## config.mk

```make
export PLATFORM = sky130hd
export DESIGN_NAME = branch_resolve_flat
export DESIGN_NICKNAME = d
export VERILOG_FILES = /design/src/rtl/branch_resolve_if.sv /design/src/rtl/branch_resolve.sv /design/src/flat_wrapper.sv
export SDC_FILE = /design/constraint.sdc
export NUM_CORES = 1
export LEC_CHECK = 0
export CAP_MARGIN = 30
export CORE_MARGIN = 1
export CORE_UTILIZATION = 55
export CTS_BUF_LIST = sky130_fd_sc_hd__clkbuf_16
export CTS_CLUSTER_DIAMETER = 150
export DETAILED_ROUTE_END_ITERATION = 10
export PLACE_DENSITY = 0.91
export SLEW_MARGIN = 20
export SYNTH_ARGS = -nofsm -noshare
export SYNTH_HDL_FRONTEND = slang
export SYNTH_SLANG_ARGS = --single-unit
```

## constraint.sdc

```tcl
create_clock -name clk -period 17.78 [get_ports clk]
set_input_delay 3.556 -clock clk [delete_from_list [all_inputs] [get_ports clk]]
set_output_delay 3.556 -clock clk [all_outputs]
set_load 0.02 [all_outputs]
```

## src/rtl/branch_resolve_if.sv

```systemverilog
// Branch-resolve bus: EX-stage operands in, fetch redirect / squash /
// link write-back / statistics out. The master drives the EX slot, the
// slave (branch_resolve) drives the results.
interface branch_resolve_if;
    logic        ex_valid;
    logic [31:0] ex_instr;
    logic [31:0] ex_pc;
    logic [31:0] rs1_data;
    logic [31:0] rs2_data;
    logic        pred_taken;
    logic [31:0] pred_target;
    logic        is_b_jump;
    logic        redirect_valid;
    logic [31:0] redirect_pc;
    logic        squash;
    logic        link_valid;
    logic [31:0] link_data;
    logic [31:0] perf_branches;
    logic [31:0] perf_mispredicts;

    modport master (
        output ex_valid, ex_instr, ex_pc, rs1_data, rs2_data, pred_taken, pred_target,
        input  is_b_jump, redirect_valid, redirect_pc, squash, link_valid, link_data,
               perf_branches, perf_mispredicts
    );

    modport slave (
        input  ex_valid, ex_instr, ex_pc, rs1_data, rs2_data, pred_taken, pred_target,
        output is_b_jump, redirect_valid, redirect_pc, squash, link_valid, link_data,
               perf_branches, perf_mispredicts
    );
endinterface

```

## src/rtl/branch_resolve.sv

```systemverilog
// branch_resolve: EX-stage branch/jump resolution for an RV32 pipeline.
// Resolves B-type/JAL/JALR, detects mispredicts against the fetch
// prediction, issues a one-cycle redirect and squashes younger slots for
// FLUSH_DEPTH cycles. Optional statistics counters: define
// BRU_PERF_CNT_EN to build them; otherwise the perf ports read 0.
module branch_resolve #(
    parameter int FLUSH_DEPTH = 2
) (
    input  logic              clk,
    input  logic              rst,
    branch_resolve_if.slave   bus
);
    localparam logic [6:0] OP_B    = 7'b1100011;
    localparam logic [6:0] OP_JAL  = 7'b1101111;
    localparam logic [6:0] OP_JALR = 7'b1100111;
    localparam logic [2:0] CNT_INIT = 3'(FLUSH_DEPTH - 1);

    typedef enum logic [0:0] {ST_RUN = 1'b0, ST_FLUSH = 1'b1} state_t;

    state_t      state_r, state_s;
    logic [2:0]  cnt_r, cnt_s;
    logic        squash_r, squash_s;
    logic        redirect_r, redirect_s;
    logic [31:0] redirect_pc_r, redirect_pc_s;
    logic        is_b_jump_r, is_b_jump_s;
    logic        link_valid_r, link_valid_s;
    logic [31:0] link_data_r, link_data_s;

    logic [6:0]  opcode_s;
    logic [2:0]  funct3_s;
    logic [4:0]  rd_s;
    logic [31:0] imm_i_s, imm_b_s, imm_j_s;
    logic        is_b_s, is_jal_s, is_jalr_s;
    logic        cond_s, taken_s, mispred_s, accepted_s;
    logic [31:0] target_s, fall_s, next_pc_s;

    assign opcode_s = bus.ex_instr[6:0];
    assign funct3_s = bus.ex_instr[14:12];
    assign rd_s     = bus.ex_instr[11:7];
    assign imm_i_s  = {{20{bus.ex_instr[31]}}, bus.ex_instr[31:20]};
    assign imm_b_s  = {{19{bus.ex_instr[31]}}, bus.ex_instr[31], bus.ex_instr[7],
                       bus.ex_instr[30:25], bus.ex_instr[11:8], 1'b0};
    assign imm_j_s  = {{11{bus.ex_instr[31]}}, bus.ex_instr[31], bus.ex_instr[19:12],
                       bus.ex_instr[20], bus.ex_instr[30:21], 1'b0};
    assign fall_s   = bus.ex_pc + 32'd4;
    // A slot presented while squashing belongs to the wrong path.
    assign accepted_s = bus.ex_valid & ~squash_r;

    // Decode the EX instruction, evaluate the branch condition and target.
    always_comb begin
        is_b_s    = 1'b0;
        is_jal_s  = 1'b0;
        is_jalr_s = 1'b0;
        cond_s    = 1'b0;
        target_s  = fall_s;
        case (funct3_s)
            3'b000:  cond_s = (bus.rs1_data == bus.rs2_data);
            3'b001:  cond_s = (bus.rs1_data != bus.rs2_data);
            3'b100:  cond_s = ($signed(bus.rs1_data) <  $signed(bus.rs2_data));
            3'b101:  cond_s = ($signed(bus.rs1_data) >= $signed(bus.rs2_data));
            3'b110:  cond_s = (bus.rs1_data <  bus.rs2_data);
            3'b111:  cond_s = (bus.rs1_data >= bus.rs2_data);
            default: cond_s = 1'b0;
        endcase
        case (opcode_s)
            OP_B: begin
                // funct3 010/011 are not branches; leave them non-control.
                is_b_s   = (funct3_s != 3'b010) && (funct3_s != 3'b011);
                target_s = bus.ex_pc + imm_b_s;
            end
            OP_JAL: begin
                is_jal_s = 1'b1;
                target_s = bus.ex_pc + imm_j_s;
            end
            OP_JALR: begin
                is_jalr_s = 1'b1;
                target_s  = (bus.rs1_data + imm_i_s) & 32'hFFFF_FFFE;
            end
            default: target_s = fall_s;
        endcase
        if (is_b_s) begin
            taken_s   = cond_s;
            mispred_s = (cond_s != bus.pred_taken) ||
                        (cond_s && (target_s != bus.pred_target));
        end else begin
            taken_s   = is_jal_s | is_jalr_s;
            // JAL is resolved at fetch; JALR's operand is only known here.
            mispred_s = is_jalr_s;
        end
        next_pc_s = taken_s ? target_s : fall_s;
    end

    // Next-state and next-output logic for the RUN/FLUSH sequencer.
    always_comb begin
        state_s       = state_r;
        cnt_s         = cnt_r;
        redirect_s    = 1'b0;
        redirect_pc_s = redirect_pc_r;
        is_b_jump_s   = accepted_s & is_b_s & taken_s;
        link_valid_s  = accepted_s & (is_jal_s | is_jalr_s) & (rd_s != 5'd0);
        link_data_s   = link_valid_s ? fall_s : 32'd0;
        case (state_r)
            ST_RUN: begin
                if (accepted_s && mispred_s) begin
                    state_s       = ST_FLUSH;
                    cnt_s         = CNT_INIT;
                    redirect_s    = 1'b1;
                    redirect_pc_s = next_pc_s;
                end else begin
                    state_s = ST_RUN;
                end
            end
            ST_FLUSH: begin
                if (cnt_r == 3'd0) begin
                    state_s = ST_RUN;
                end else begin
                    cnt_s = cnt_r - 3'd1;
                end
            end
            default: begin
                state_s = ST_RUN;
                cnt_s   = 3'd0;
            end
        endcase
        squash_s = (state_s == ST_FLUSH);
    end

    // State and registered outputs; reset aborts any flush in progress.
    always_ff @(posedge clk) begin
        if (rst) begin
            state_r       <= ST_RUN;
            cnt_r         <= 3'd0;
            squash_r      <= 1'b0;
            redirect_r    <= 1'b0;
            redirect_pc_r <= 32'd0;
            is_b_jump_r   <= 1'b0;
            link_valid_r  <= 1'b0;
            link_data_r   <= 32'd0;
        end else begin
            state_r       <= state_s;
            cnt_r         <= cnt_s;
            squash_r      <= squash_s;
            redirect_r    <= redirect_s;
            redirect_pc_r <= redirect_pc_s;
            is_b_jump_r   <= is_b_jump_s;
            link_valid_r  <= link_valid_s;
            link_data_r   <= link_data_s;
        end
    end

    assign bus.squash         = squash_r;
    assign bus.redirect_valid = redirect_r;
    assign bus.redirect_pc    = redirect_pc_r;
    assign bus.is_b_jump      = is_b_jump_r;
    assign bus.link_valid     = link_valid_r;
    assign bus.link_data      = link_data_r;

`ifdef BRU_PERF_CNT_EN
    logic [31:0] perf_branches_r;
    logic [31:0] perf_mispredicts_r;

    // Count accepted branches and accepted mispredicts, wrapping at 2^32.
    always_ff @(posedge clk) begin
        if (rst) begin
            perf_branches_r    <= 32'd0;
            perf_mispredicts_r <= 32'd0;
        end else begin
            if (accepted_s && is_b_s) begin
                perf_branches_r <= perf_branches_r + 32'd1;
            end
            if (accepted_s && mispred_s && (state_r == ST_RUN)) begin
                perf_mispredicts_r <= perf_mispredicts_r + 32'd1;
            end
        end
    end

    assign bus.perf_branches    = perf_branches_r;
    assign bus.perf_mispredicts = perf_mispredicts_r;
`else
    assign bus.perf_branches    = 32'd0;
    assign bus.perf_mispredicts = 32'd0;
`endif
endmodule

```

## src/flat_wrapper.sv

```systemverilog
// flat-port wrapper written by rule: the top's interface ports become plain ports
module branch_resolve_flat 
#(
    parameter int FLUSH_DEPTH = 2
)
  (clk, rst, bus_ex_valid, bus_ex_instr, bus_ex_pc, bus_rs1_data, bus_rs2_data, bus_pred_taken, bus_pred_target, bus_is_b_jump, bus_redirect_valid, bus_redirect_pc, bus_squash, bus_link_valid, bus_link_data, bus_perf_branches, bus_perf_mispredicts);
  branch_resolve_if bus_i ();
  input  logic clk;
  input  logic rst;
  input wire logic [$bits(bus_i.ex_valid)-1:0] bus_ex_valid;
  input wire logic [$bits(bus_i.ex_instr)-1:0] bus_ex_instr;
  input wire logic [$bits(bus_i.ex_pc)-1:0] bus_ex_pc;
  input wire logic [$bits(bus_i.rs1_data)-1:0] bus_rs1_data;
  input wire logic [$bits(bus_i.rs2_data)-1:0] bus_rs2_data;
  input wire logic [$bits(bus_i.pred_taken)-1:0] bus_pred_taken;
  input wire logic [$bits(bus_i.pred_target)-1:0] bus_pred_target;
  output wire logic [$bits(bus_i.is_b_jump)-1:0] bus_is_b_jump;
  output wire logic [$bits(bus_i.redirect_valid)-1:0] bus_redirect_valid;
  output wire logic [$bits(bus_i.redirect_pc)-1:0] bus_redirect_pc;
  output wire logic [$bits(bus_i.squash)-1:0] bus_squash;
  output wire logic [$bits(bus_i.link_valid)-1:0] bus_link_valid;
  output wire logic [$bits(bus_i.link_data)-1:0] bus_link_data;
  output wire logic [$bits(bus_i.perf_branches)-1:0] bus_perf_branches;
  output wire logic [$bits(bus_i.perf_mispredicts)-1:0] bus_perf_mispredicts;
  assign bus_i.ex_valid = bus_ex_valid;
  assign bus_i.ex_instr = bus_ex_instr;
  assign bus_i.ex_pc = bus_ex_pc;
  assign bus_i.rs1_data = bus_rs1_data;
  assign bus_i.rs2_data = bus_rs2_data;
  assign bus_i.pred_taken = bus_pred_taken;
  assign bus_i.pred_target = bus_pred_target;
  assign bus_is_b_jump = bus_i.is_b_jump;
  assign bus_redirect_valid = bus_i.redirect_valid;
  assign bus_redirect_pc = bus_i.redirect_pc;
  assign bus_squash = bus_i.squash;
  assign bus_link_valid = bus_i.link_valid;
  assign bus_link_data = bus_i.link_data;
  assign bus_perf_branches = bus_i.perf_branches;
  assign bus_perf_mispredicts = bus_i.perf_mispredicts;
  branch_resolve #(.FLUSH_DEPTH(FLUSH_DEPTH)) u_core (.clk(clk), .rst(rst), .bus(bus_i));
endmodule
```

==> metrics <==
outcome finished, final reports clean; Worst-path clk slew 0.06 ns; Syn Area/Cell 7.11 sq um; Critical Path AT 9.91 ns; number of flops mapped to enable cells by yosys 0; Least-Margin Pin Slew 0.795 ns; most common flop cell mapped by yosys dfxtp_1; clk sinks 71; reg2reg start u_core.state_r; Critical Path Start bus_ex_instr[2]; kind of critical path input port to flip-flop; Post-Syn Instances 1535; maximum VDD drop 48.7 uV; Worst setup EP type flip-flop; DP Cell Count 1969; CTS resizes 0; Post-CTS Hold Fix Bufs 0; row count 51; drc violations 0; first-pass GRT wire length 65.3 mm; Antenna Violating Nets Remaining 0; most frequent cell after synthesis nand2_1; Mapped Area 10900 sq um; layout cells sized above 1 4.30%; Clock Latency Late Sink 0.33 ns; boundary pin count 296; Tot GR Track Use between 40% and 50%; 1st-pass router iterations 5; sequential cell area fraction in the yosys report 13.0%; Fin. Hold Viols 0; top-area cell type share of the netlist area 13.0%; Layout area overhead 23.7%; Initial Util 56.1%; post-route insts no fill about 2000; Hold Crit Class flip-flop to flip-flop; clk_skew approximately 0.0025 ns; post-CTS setup buffers 0; worst path required time 17.95 ns; Ys Warns 0; area of the die 20400 sq um; Core ar. 19500 sq um; vias in the first global route 11800; CTS tree done; clk root buf clkbuf_16; WHS 0.543 ns; Setup-failing EPs final 0; max cap viols 0; ranking of synthesized cells by area dfxtp_1, ha_1, a21oi_1, nand2_1, buf_4; Slew Limit Fails 0; relative slew slack 46.8%; initial antenna violation count 0; placed wire-length estimate 33.8 mm; synth cell count leaders nand2_1, nor2_1, a21oi_1; remaining global-route overflow 0; Seq cells post-synth 71; Sum Neg Setup Slack 0 ns; Vias/cell 6.57; Crit path largest cell delay 0.78 ns; final net count 1980; RD Place Congestion 0.999; Distinct cells, synth 88; Final period util 54.8%; PD cells 47.7 nW/um^2; port bufs 231; crit-path max FO 20; largest net degree at the start of global routing 57; via count 13000; clk buf depth 2; total wire length 42.9 mm; async set-reset flop share out of synthesis 0%; CTS H-tree depth 3; worst-path cell chain clkdlybuf4s50_1 -> nand2_1 -> nor2_1 -> buf_4 -> mux2_2 -> ha_1 -> a21oi_1 -> o21ai_0 -> a21oi_1 -> a31oi_1 -> or2_2 -> o311ai_0 -> o21ai_0 -> a222oi_1 -> nand4_1 -> nor2_1 -> buf_4 -> o311ai_0; die height 143 microns; 1st-iter DRT viols 1420; Max stage delay cell, worst path clkdlybuf4s50_1; Core Util, Final 69.4%; average wire per standard cell approximately 22 microns; # diodes 0; RSZ-0062 raised after global routing false; post-synth top area cell dfxtp_1; Max Freq between 100 and 150 MHz; Startpoint Class input port; Worst Hold Launch u_core.cnt_r[0]; minimum clock period ~10 ns; width of the chip 143 microns; Leakage 5.22 nW; CTS Buf Count 9
==> cells by family after synthesis <==
logic type               Yosys count  synth area share [%]
buffers and inverters            207                  9.52
AO/OA/AOI/OAI                    456                  28.7
flip-flops                        71                  13.0
adder cells (fa/ha/maj)          101                  11.7
XOR/XNOR                          62                  5.10
other                              1                0.0344
multiplexers                      40                  3.85
AND/OR/NAND/NOR                  597                  28.1
==> per-stage QoR <==
| stage | worst slack, ns | instance area [sq um] | power [mW] |
|---|---|---|---|
| detailed placement | 7.62 | 13200 | 0.432 |
| CTS | 7.87 | 13500 | 0.634 |
| global route | 7.48 | 13500 | 0.671 |
| finish | 8.04 | 13500 | 0.643 |
| floorplan | 9.63 | 11100 | 0.343 |
| global placement | 7.55 | 13100 | 0.430 |
==> flip-flops by register name, summed over array words and instances (netlist names) <==
name                       count
u_core.bus.is_b_jump           1
u_core.bus.link_data          32
u_core.bus.link_valid          1
u_core.bus.redirect_pc        32
u_core.bus.redirect_valid      1
u_core.cnt_r                   3
u_core.state_r                 1
==> final cells by class <==
class                   count  area (sq um)
fillers                  1641          5960
clock buffers               9           225
inverters                  66           248
multi-input cells        1320          8700
well taps                 265           332
repair buffers            248          2460
flip-flops and latches     71          1420
clock inverters             6           110
==> critical path, delay by kind of cell <==
| family | cells | cell delay, ns |
|---|---|---|
| muxes | 1 | 0.36 |
| buffers and inverters | 3 | 1.42 |
| and+or+nand+nor | 5 | 1.69 |
| AOI/OAI and AO/OA | 8 | 2.50 |
| adders and majority gates | 1 | 0.36 |
==> worst paths after layout <==
check / slack, ns / end / depth (start not counted)
max: 8.04 / u_core.bus.redirect_pc[20] / 18
min: 0.54 / u_core.cnt_r[0] / 2
max reg2reg: 15.25 / u_core.bus.redirect_pc[5] / 6
min reg2reg: 0.54 / u_core.cnt_r[0] / 2
==> layer usage <==
layer	share of wire, %	track usage, %
met1	40	53.8
met2	45	68.6
met3	11	7.61
met4	3.2	14.4
met5	0	0
==> power by group <==
part           leakage [nW]  switching (mW)  internal, mW
Sequential            0.572        0.000229         0.160
Clock                 0.158          0.0691         0.136
Combinational          4.49           0.169         0.110
==> placed cells by master, fill, tap and decap left out, types with 42 or more instances in the layout <==
cell,n
inv_1,66
conb_1,64
ha_1,98
nor3_1,46
nor2_1,121
o21ai_0,85
nand2_1,137
a21oi_1,103
clkdlybuf4s50_1,230
nand3_1,70
dfxtp_1,71
nand4_1,42
(Power assumes the default switching activity.)
